==> config.mk <==
export PLATFORM = sky130hd
export DESIGN_NAME = commit_rrat
export DESIGN_NICKNAME = d
export VERILOG_FILES = /design/src/rtl/commit_rrat.sv
export SDC_FILE = /design/constraint.sdc
export NUM_CORES = 1
export LEC_CHECK = 0
export ABC_AREA = 1
export BUFFER_PORTS_ARGS = -buffer_cell sky130_fd_sc_hd__buf_2
export CORE_ASPECT_RATIO = 1.75
export CORE_MARGIN = 2
export CORE_UTILIZATION = 60
export CTS_CLUSTER_SIZE = 28
export DETAILED_ROUTE_END_ITERATION = 8
export PLACE_DENSITY_LB_ADDON = 0.1
export SLEW_MARGIN = 20
export SYNTH_ARGS = -nofsm -noshare
export SYNTH_HDL_FRONTEND = slang
export SYNTH_SLANG_ARGS = --single-unit
==> constraint.sdc <==
create_clock -name clk -period 5.4 [get_ports clk]
set_input_delay 0.54 -clock clk [delete_from_list [all_inputs] [get_ports clk]]
set_output_delay 0.54 -clock clk [all_outputs]
set_load 0.05 [all_outputs]
==> src/rtl/commit_rrat.sv <==
// Commit-side retirement RAT: retires one ROB entry per cycle, frees superseded physical registers,
// and on a committed mispredict pulses flush then streams the RRAT back into the front-end RAT.
module commit_rrat #(
  parameter int PHYS_REG_BITS = 6
) (
  input  logic                     clk,
  input  logic                     rst,
  input  logic                     commit_valid,
  input  logic [4:0]               commit_rd_addr,
  input  logic [PHYS_REG_BITS-1:0] commit_rd_paddr,
  input  logic                     commit_mispredict,
  input  logic [31:0]              commit_target,
  output logic                     commit_ready,
  output logic                     free_push,
  output logic [PHYS_REG_BITS-1:0] free_paddr,
  output logic                     flush,
  output logic [31:0]              flush_pc,
  output logic                     rat_restore_we,
  output logic [4:0]               rat_restore_idx,
  output logic [PHYS_REG_BITS-1:0] rat_restore_paddr,
  output logic                     restore_busy,
  output logic [31:0]              commit_count,
  output logic                     drop_err
);

  typedef enum logic [1:0] {RUN, FLUSH, RESTORE} state_t;

  state_t                   state;
  state_t                   state_nxt;
  logic [4:0]               restore_cnt;
  logic                     accept;
  logic [PHYS_REG_BITS-1:0] rrat [32];

  // Ready is masked by rst so nothing is accepted during the reset cycle itself.
  assign commit_ready = (state == RUN) && !rst;
  assign accept       = commit_valid && commit_ready;

  always_comb begin
    state_nxt = state;
    case (state)
      RUN:     if (accept && commit_mispredict) state_nxt = FLUSH;
      FLUSH:   state_nxt = RESTORE;
      RESTORE: if (restore_cnt == 5'd31) state_nxt = RUN;
      default: state_nxt = RUN;
    endcase
  end

  always_ff @(posedge clk) begin
    if (rst) state <= RUN;
    else     state <= state_nxt;
  end

  always_ff @(posedge clk) begin
    if (rst || state == FLUSH) restore_cnt <= '0;
    else if (state == RESTORE) restore_cnt <= restore_cnt + 5'd1;
  end

  always_ff @(posedge clk) begin
    if (rst) begin
      for (int i = 0; i < 32; i++) rrat[i] <= PHYS_REG_BITS'(i);
    end else if (accept && commit_rd_addr != 5'd0) begin
      rrat[commit_rd_addr] <= commit_rd_paddr;
    end
  end

  // The old mapping is released even when it equals the new one.
  always_ff @(posedge clk) begin
    if (rst) begin
      free_push    <= 1'b0;
      free_paddr   <= '0;
      flush        <= 1'b0;
      flush_pc     <= '0;
      commit_count <= '0;
      drop_err     <= 1'b0;
    end else begin
      free_push <= accept && (commit_rd_addr != 5'd0);
      if (accept && commit_rd_addr != 5'd0) free_paddr <= rrat[commit_rd_addr];
      flush <= accept && commit_mispredict;
      if (accept && commit_mispredict) flush_pc <= commit_target;
      if (accept) commit_count <= commit_count + 32'd1;
      if (commit_valid && !commit_ready) drop_err <= 1'b1;
    end
  end

  assign rat_restore_we    = (state == RESTORE);
  assign rat_restore_idx   = rat_restore_we ? restore_cnt : 5'd0;
  assign rat_restore_paddr = rat_restore_we ? rrat[restore_cnt] : '0;
  assign restore_busy      = (state != RUN);

endmodule
==> impl_metrics.yaml, run 1 <==
clocking:
  cts_buffer_depth: 3
  cts_hold_buf: 0
  clk_pin_slew_worst_paths_ns: 0.07
  cts_buffers: 24
  ctsResizeCount: 0
  root_buffer: "clkbuf_16"
  htreeDepth: 1
  cts.sinks: 277
  cts_setup_buffers: 0
  insertion_delay_ns: 0.55
  cts_tree: "done"
sta:
  fin_crit_ns: 3.73
  finalMaxSlewViolations: 0
  timing.setup.tns_ns: 0
  slew_headroom_pct: 27.3
  timing.fmax_mhz: 268
  finalSetupViolCount: 0
  rsz0062_at_grt: "no"
  hold_violations: 0
  fin_skew_ns: 0.0137
  min_period_over_period_pct: 69.0
  tightest_slew_ns: 1.09
drt:
  wl_met3_um: 3150
  vias: 13800
  viasPerCell: 5.69
  drtIter0Drc: 1342
  routedWlPerCell_um: 18.8
  wirelength_um: 45600
  first_pass_iters: 6
  drc: 0
  wl_met1_um: 15400
  ant_nets: 0
  highest_layer: "met4"
  wl_met2_um: 23300
finish:
  fillers: 2142
  fin_nets: 2146
  drive_gt1_share_pct: 13.4
  diodes: 0
  area_growth_pct: 11.0
  utilization_pct: 67.4
global_route:
  gr-total-overflow: 0
  antenna_found_initial: 0
  gr-usage-all-layers_pct: 35.3
  grt_max_degree: 97
  grt_pass1_wl_um: 70000
  grt_pass1_vias: 13600
power_and_ir_drop:
  leakage_nw: 7.06
  fin_total_pwr_mw: 4.74
  power.density_nw_per_um2: 287
  ir_worst_vdd_v: 0.000253
setup_path:
  cp.arrival_ns: 3.19
  reg2regPathDepth: 7
  critPathLaunchType: "flop"
  cp_max_fo: 54
  r2r_end: "flush_pc[10]"
  reg2reg_from: "state[1]"
  worstSetupEndpointType: "primary output"
  cp.required_ns: 4.86
  endpoint: "rat_restore_paddr[4]"
  path_class: "reg2out"
  r2r_setup_slack_ns: 2.53
floorplan:
  die_x_um: 123
  rows: 76
  ioPinCount: 134
  core_area_sq_um: 24500
  dieArea_sq_um: 26100
  start_util_pct: 60.7
  die_h_um: 212
flow_run:
  maxCapViolations: 0
logic_synthesis:
  synthesis.area_sq_um: 14900
  ys_warn_count: 0
  ys_seq_elements: 277
  ys_seq_area_share_pct: 50.1
  yosysUniqueCellTypes: 39
  synth.avg_cell_area_sq_um: 7.39
  syn-instance-count: 2016
hold_path:
  hp-class: "in2reg"
  hold_path_startpoint: "commit_target[29]"
placed_design:
  hpwl_um: 30600
  io_buffers: 133
  place_congestion: 0.946
run_status:
  outcome: "completed"
registers in the layout, indices dropped and copies added, names as in the netlist, named ones only:
signal        flops
rrat            192
commit_count     32
flush_pc         32
free_paddr        6
restore_cnt       5
state             2
drop_err          1
flush             1
free_push         1
cell type report:
| type | instances | area [sq um] | area share [%] |
|---|---|---|---|
| clock inverters | 17 | 158 | 0.954 |
| multi-input cells | 1529 | 6600 | 39.9 |
| well taps | 312 | 390 | 2.36 |
| clock buffers | 27 | 676 | 4.09 |
| repair buffers | 152 | 812 | 4.91 |
| flip-flops and latches | 277 | 7470 | 45.2 |
| inverters | 111 | 429 | 2.60 |
synthesized netlist by cell type (all sizes together):
master / count / area share (%)
buf: 34 / 1.0
edfxtp: 192 / 39
o21bai: 1 / 0.050
o211ai: 6 / 0.30
conb: 1 / 0.025
nand4: 12 / 0.50
inv: 108 / 2.8
nand2: 948 / 24
nor3: 13 / 1.1
xnor2: 1 / 0.059
a211oi: 3 / 0.15
nand3: 171 / 5.9
nor2: 268 / 8.2
and3: 3 / 0.13
nor4: 2 / 0.084
o21ai: 20 / 0.67
clkinv: 3 / 0.076
or2: 2 / 0.084
a21oi: 56 / 2.0
xor2: 7 / 0.41
clkbuf: 70 / 1.8
and2: 6 / 0.25
ha: 4 / 0.34
dfxtp: 85 / 11
placed cells by master, fill, tap and decap left out, drive strengths merged, types with 4 or more instances in the layout:
cell and n:
nor3 13, o21ai 20, and2 6, buf 152, xor2 7, edfxtp 192
nand2 948, o211ai 6, clkinv 15, nor2 268, conb 6, nand4 12
nand3 171, dfxtp 85, ha 4, a21oi 56, inv 107, clkinvlp 4
clkbuf 27
per-stage QoR:
stage,setup slack [ns],hold slack (ns),instance area [sq um],std cells
6_report,1.67,0.230,16500,2425
3_3_place_gp,2.27,0.444,15700,2380
3_5_place_dp,2.35,0.454,15700,2381
2_1_floorplan,2.84,0.453,14900,2021
4_1_cts,1.74,0.225,16500,2425
5_1_grt,1.56,0.236,16500,2425
worst min-delay path by stage:
stage | endpoint | cells past startpoint
2_1_floorplan | flop | 2
3_3_place_gp | drop_err | 2
3_5_place_dp | flush_pc[23] | 2
4_1_cts | flush_pc[23] | 3
5_1_grt | flush_pc[24] | 3
6_report | flush_pc[29] | 3
critical path, stage by stage (launching register included):
cell      delay [ns]
dfxtp_1         0.30
buf_4           0.30
inv_2           0.84
o21ai_0         0.33
o211ai_1        0.25
and2_0          0.17
nor2_1          0.05
nor2_1          0.09
buf_2           0.27
logic make-up after synthesis:
family,after synthesis,synth area share (%)
other,1,0.0252
buffers and inverters,215,5.67
adder cells (fa/ha/maj),4,0.336
AND/OR/NAND/NOR,1425,40.2
AO/OA/AOI/OAI,86,3.13
XOR/XNOR,8,0.471
flip-flops,277,50.1
layer usage:
metal | global-route usage, % | up-vias
li1 | - | 6558
met1 | 37.3 | 6328
met2 | 62.4 | 689
met3 | 5.12 | 221
met4 | 25.8 | 0
met5 | 0 | -
power by group:
part | internal [mW] | switching, mW
clock network | 1.01 | 0.822
registers | 2.32 | 0.0328
logic | 0.136 | 0.427
No activity file was read; power rests on OpenSTA's default activity.
==> run 2, diff against run 1 <==
--- a/config.mk
+++ b/config.mk
@@ -5,7 +5,7 @@
 export SDC_FILE = /design/constraint.sdc
 export NUM_CORES = 1
 export LEC_CHECK = 0
-export ABC_AREA = 1
+export ABC_AREA = 0
 export BUFFER_PORTS_ARGS = -buffer_cell sky130_fd_sc_hd__buf_2
 export CORE_ASPECT_RATIO = 1.75
 export CORE_MARGIN = 2
==> constraint.sdc (replaced) <==
create_clock -name clk -period 3.6 [get_ports clk]
set_input_delay 0.36 -clock clk [delete_from_list [all_inputs] [get_ports clk]]
set_output_delay 0.36 -clock clk [all_outputs]
set_load 0.05 [all_outputs]
==> impl_metrics.yaml, run 2 <==
placed_design:
  place_area_sq_um: 14700
  place_ws_ns: 0.927
  hpwl_um: 27500
  place_congestion: 0.929
  io_buffers: 133
finish:
  register_area_sq_um: 7470
  largest_reg_flops: 192
  fillers: 1701
  drive_gt1_share_pct: 25.8
  final_common_cell: "edfxtp_1"
  utilization_pct: 68.4
  multi_input_area_sq_um: 5920
  fin_nets: 1307
  mostFrequentLayoutCells: "192 x edfxtp_1, 131 x buf_2, 130 x nand2_1, 83 x dfxtp_1, 82 x nor2_1"
  final_cell_area_sq_um: 15500
  regMostFlops: "rrat"
  area_growth_pct: 12.1
  diodes: 0
  top_regs: "rrat: 192 flops, commit_count: 32 flops, flush_pc: 32 flops"
clocking:
  htreeDepth: 1
  clk_pin_slew_worst_paths_ns: 0.07
  cts.sinks: 277
  root_buffer: "clkbuf_16"
  ctsResizeCount: 0
  cts_hold_buf: 0
  cts_buffers: 26
  cts_setup_buffers: 0
  insertion_delay_ns: 0.55
  cts_buffer_depth: 3
  cts_tree: "done"
drt:
  wirelength_um: 38900
  vias: 10100
  ant_nets: 0
  first_pass_iters: 5
  routedWlPerCell_um: 24.7
  drc: 0
  viasPerCell: 6.40
  drtIter0Drc: 993
logic_synthesis:
  ys_warn_count: 0
  ys_top_cells_by_area: "edfxtp_1 42%, mux4_2 13%, dfxtp_1 12%"
  syn-instance-count: 1170
  yosysUniqueCellTypes: 57
  yosys.area.top_type_share_pct: 41.6
  yosys-top-cells-count: "192 x edfxtp_1, 130 x nand2_1, 85 x dfxtp_1"
  synth-async-reset-ratio_pct: 0
  yosys.area.top_type: "edfxtp_1"
  synth_flop_cell: "edfxtp_1"
  synth.avg_cell_area_sq_um: 11.9
  synth-edff-count: 192
  ys_seq_elements: 277
  synth_most_common_cell: "edfxtp_1"
  ys_seq_area_share_pct: 53.8
  synthesis.area_sq_um: 13900
floorplan:
  start_util_pct: 61.0
  rows: 73
  ioPinCount: 134
  die_x_um: 119
  dieArea_sq_um: 24400
  die_h_um: 205
  core_area_sq_um: 22700
sta:
  fin_crit_ns: 3.26
  finalSetupViolCount: 0
  slew_headroom_pct: 27.1
  setup_ws_ns: 0.339
  timing.setup.tns_ns: 0
  tightest_slew_ns: 1.09
  rsz0062_at_grt: "no"
  min_period_over_period_pct: 90.6
  finalMaxSlewViolations: 0
  hold_violations: 0
  fin_skew_ns: 0.0174
  timing.fmax_mhz: 307
setup_path:
  cp_max_fo: 42
  slowest_stage: "mux4_2"
  worstSetupEndpointType: "primary output"
  max_stage_delay_ns: 0.57
  crit_chain: "buf_12 > mux4_2 > a22o_1 > a221oi_1 > o22ai_1 > buf_2"
  critPathLaunchType: "flop"
  cp.arrival_ns: 2.90
  path_class: "reg2out"
  cp.required_ns: 3.24
global_route:
  grt_pass1_vias: 9839
  gr-usage-all-layers_pct: 32.1
  grt_pass1_wl_um: 58200
  gr-total-overflow: 0
  antenna_found_initial: 0
  grt_max_degree: 77
flow_run:
  maxCapViolations: 0
power_and_ir_drop:
  power.density_nw_per_um2: 445
  leakage_nw: 5.25
  fin_total_pwr_mw: 6.92
  ir_worst_vdd_v: 0.000374
hold_path:
  hp-class: "in2reg"
run_status:
  outcome: "completed"
[run 2: final timing paths]
kind,from,to,slack (ns),cells past startpoint
setup / recovery,flop,rat_restore_paddr[0],0.34,6
hold / removal,commit_target[28],flush_pc[28],0.04,3
setup reg to reg,state[1],rrat[16][4],0.87,6
hold reg to reg,flush_pc[7],flush_pc[7],0.45,2
[run 2: power by group]
part	internal (mW)	total (mW)	switching [mW]	leakage, nW
clock network	1.52	2.72	1.20	0.389
logic	0.225	0.658	0.433	2.46
registers	3.48	3.54	0.0624	2.40
[run 2: final cells by class]
class                   instances  share of cell area [%]
clock buffers                  34                    4.51
clock inverters                13                   0.813
inverters                      10                   0.241
multi-input cells             780                    38.1
flip-flops and latches        277                    48.0
well taps                     300                    2.41
repair buffers                161                    5.91
[run 2: cells by family after synthesis]
kind of cell    count (synthesis)  synth area share [%]
compound gates                115                  5.28
xor+xnor                       27                  1.70
fa+ha+maj                       4                 0.361
buf+inv                       118                  3.63
flops                         277                  53.8
mux                           129                  16.7
other cells                     1                0.0270
simple gates                  499                  18.4
[run 2: worst max-delay path: cells and delay by family, from the launching register on]
kind,cells,cell delay [ns]
buffers and inverters,2,0.53
flip-flops,1,0.35
AO/OA/AOI/OAI,3,0.85
multiplexers,1,0.57
[run 2: through the flow]
step	hold slack [ns]	instances
after global placement	0.439	1528
final	0.0434	1575
after floorplan	0.493	1175
after global routing	0.0518	1575
after detailed placement	0.444	1528
after CTS	0.0316	1575
[run 2: routing by layer]
metal	wire length (um)	global-route usage (%)	vias to the layer above
met5	0	0	-
met4	2840	21.5	0
met3	2940	4.37	139
met2	20400	57.2	553
met1	12700	35.4	4871
li1	-	-	4510
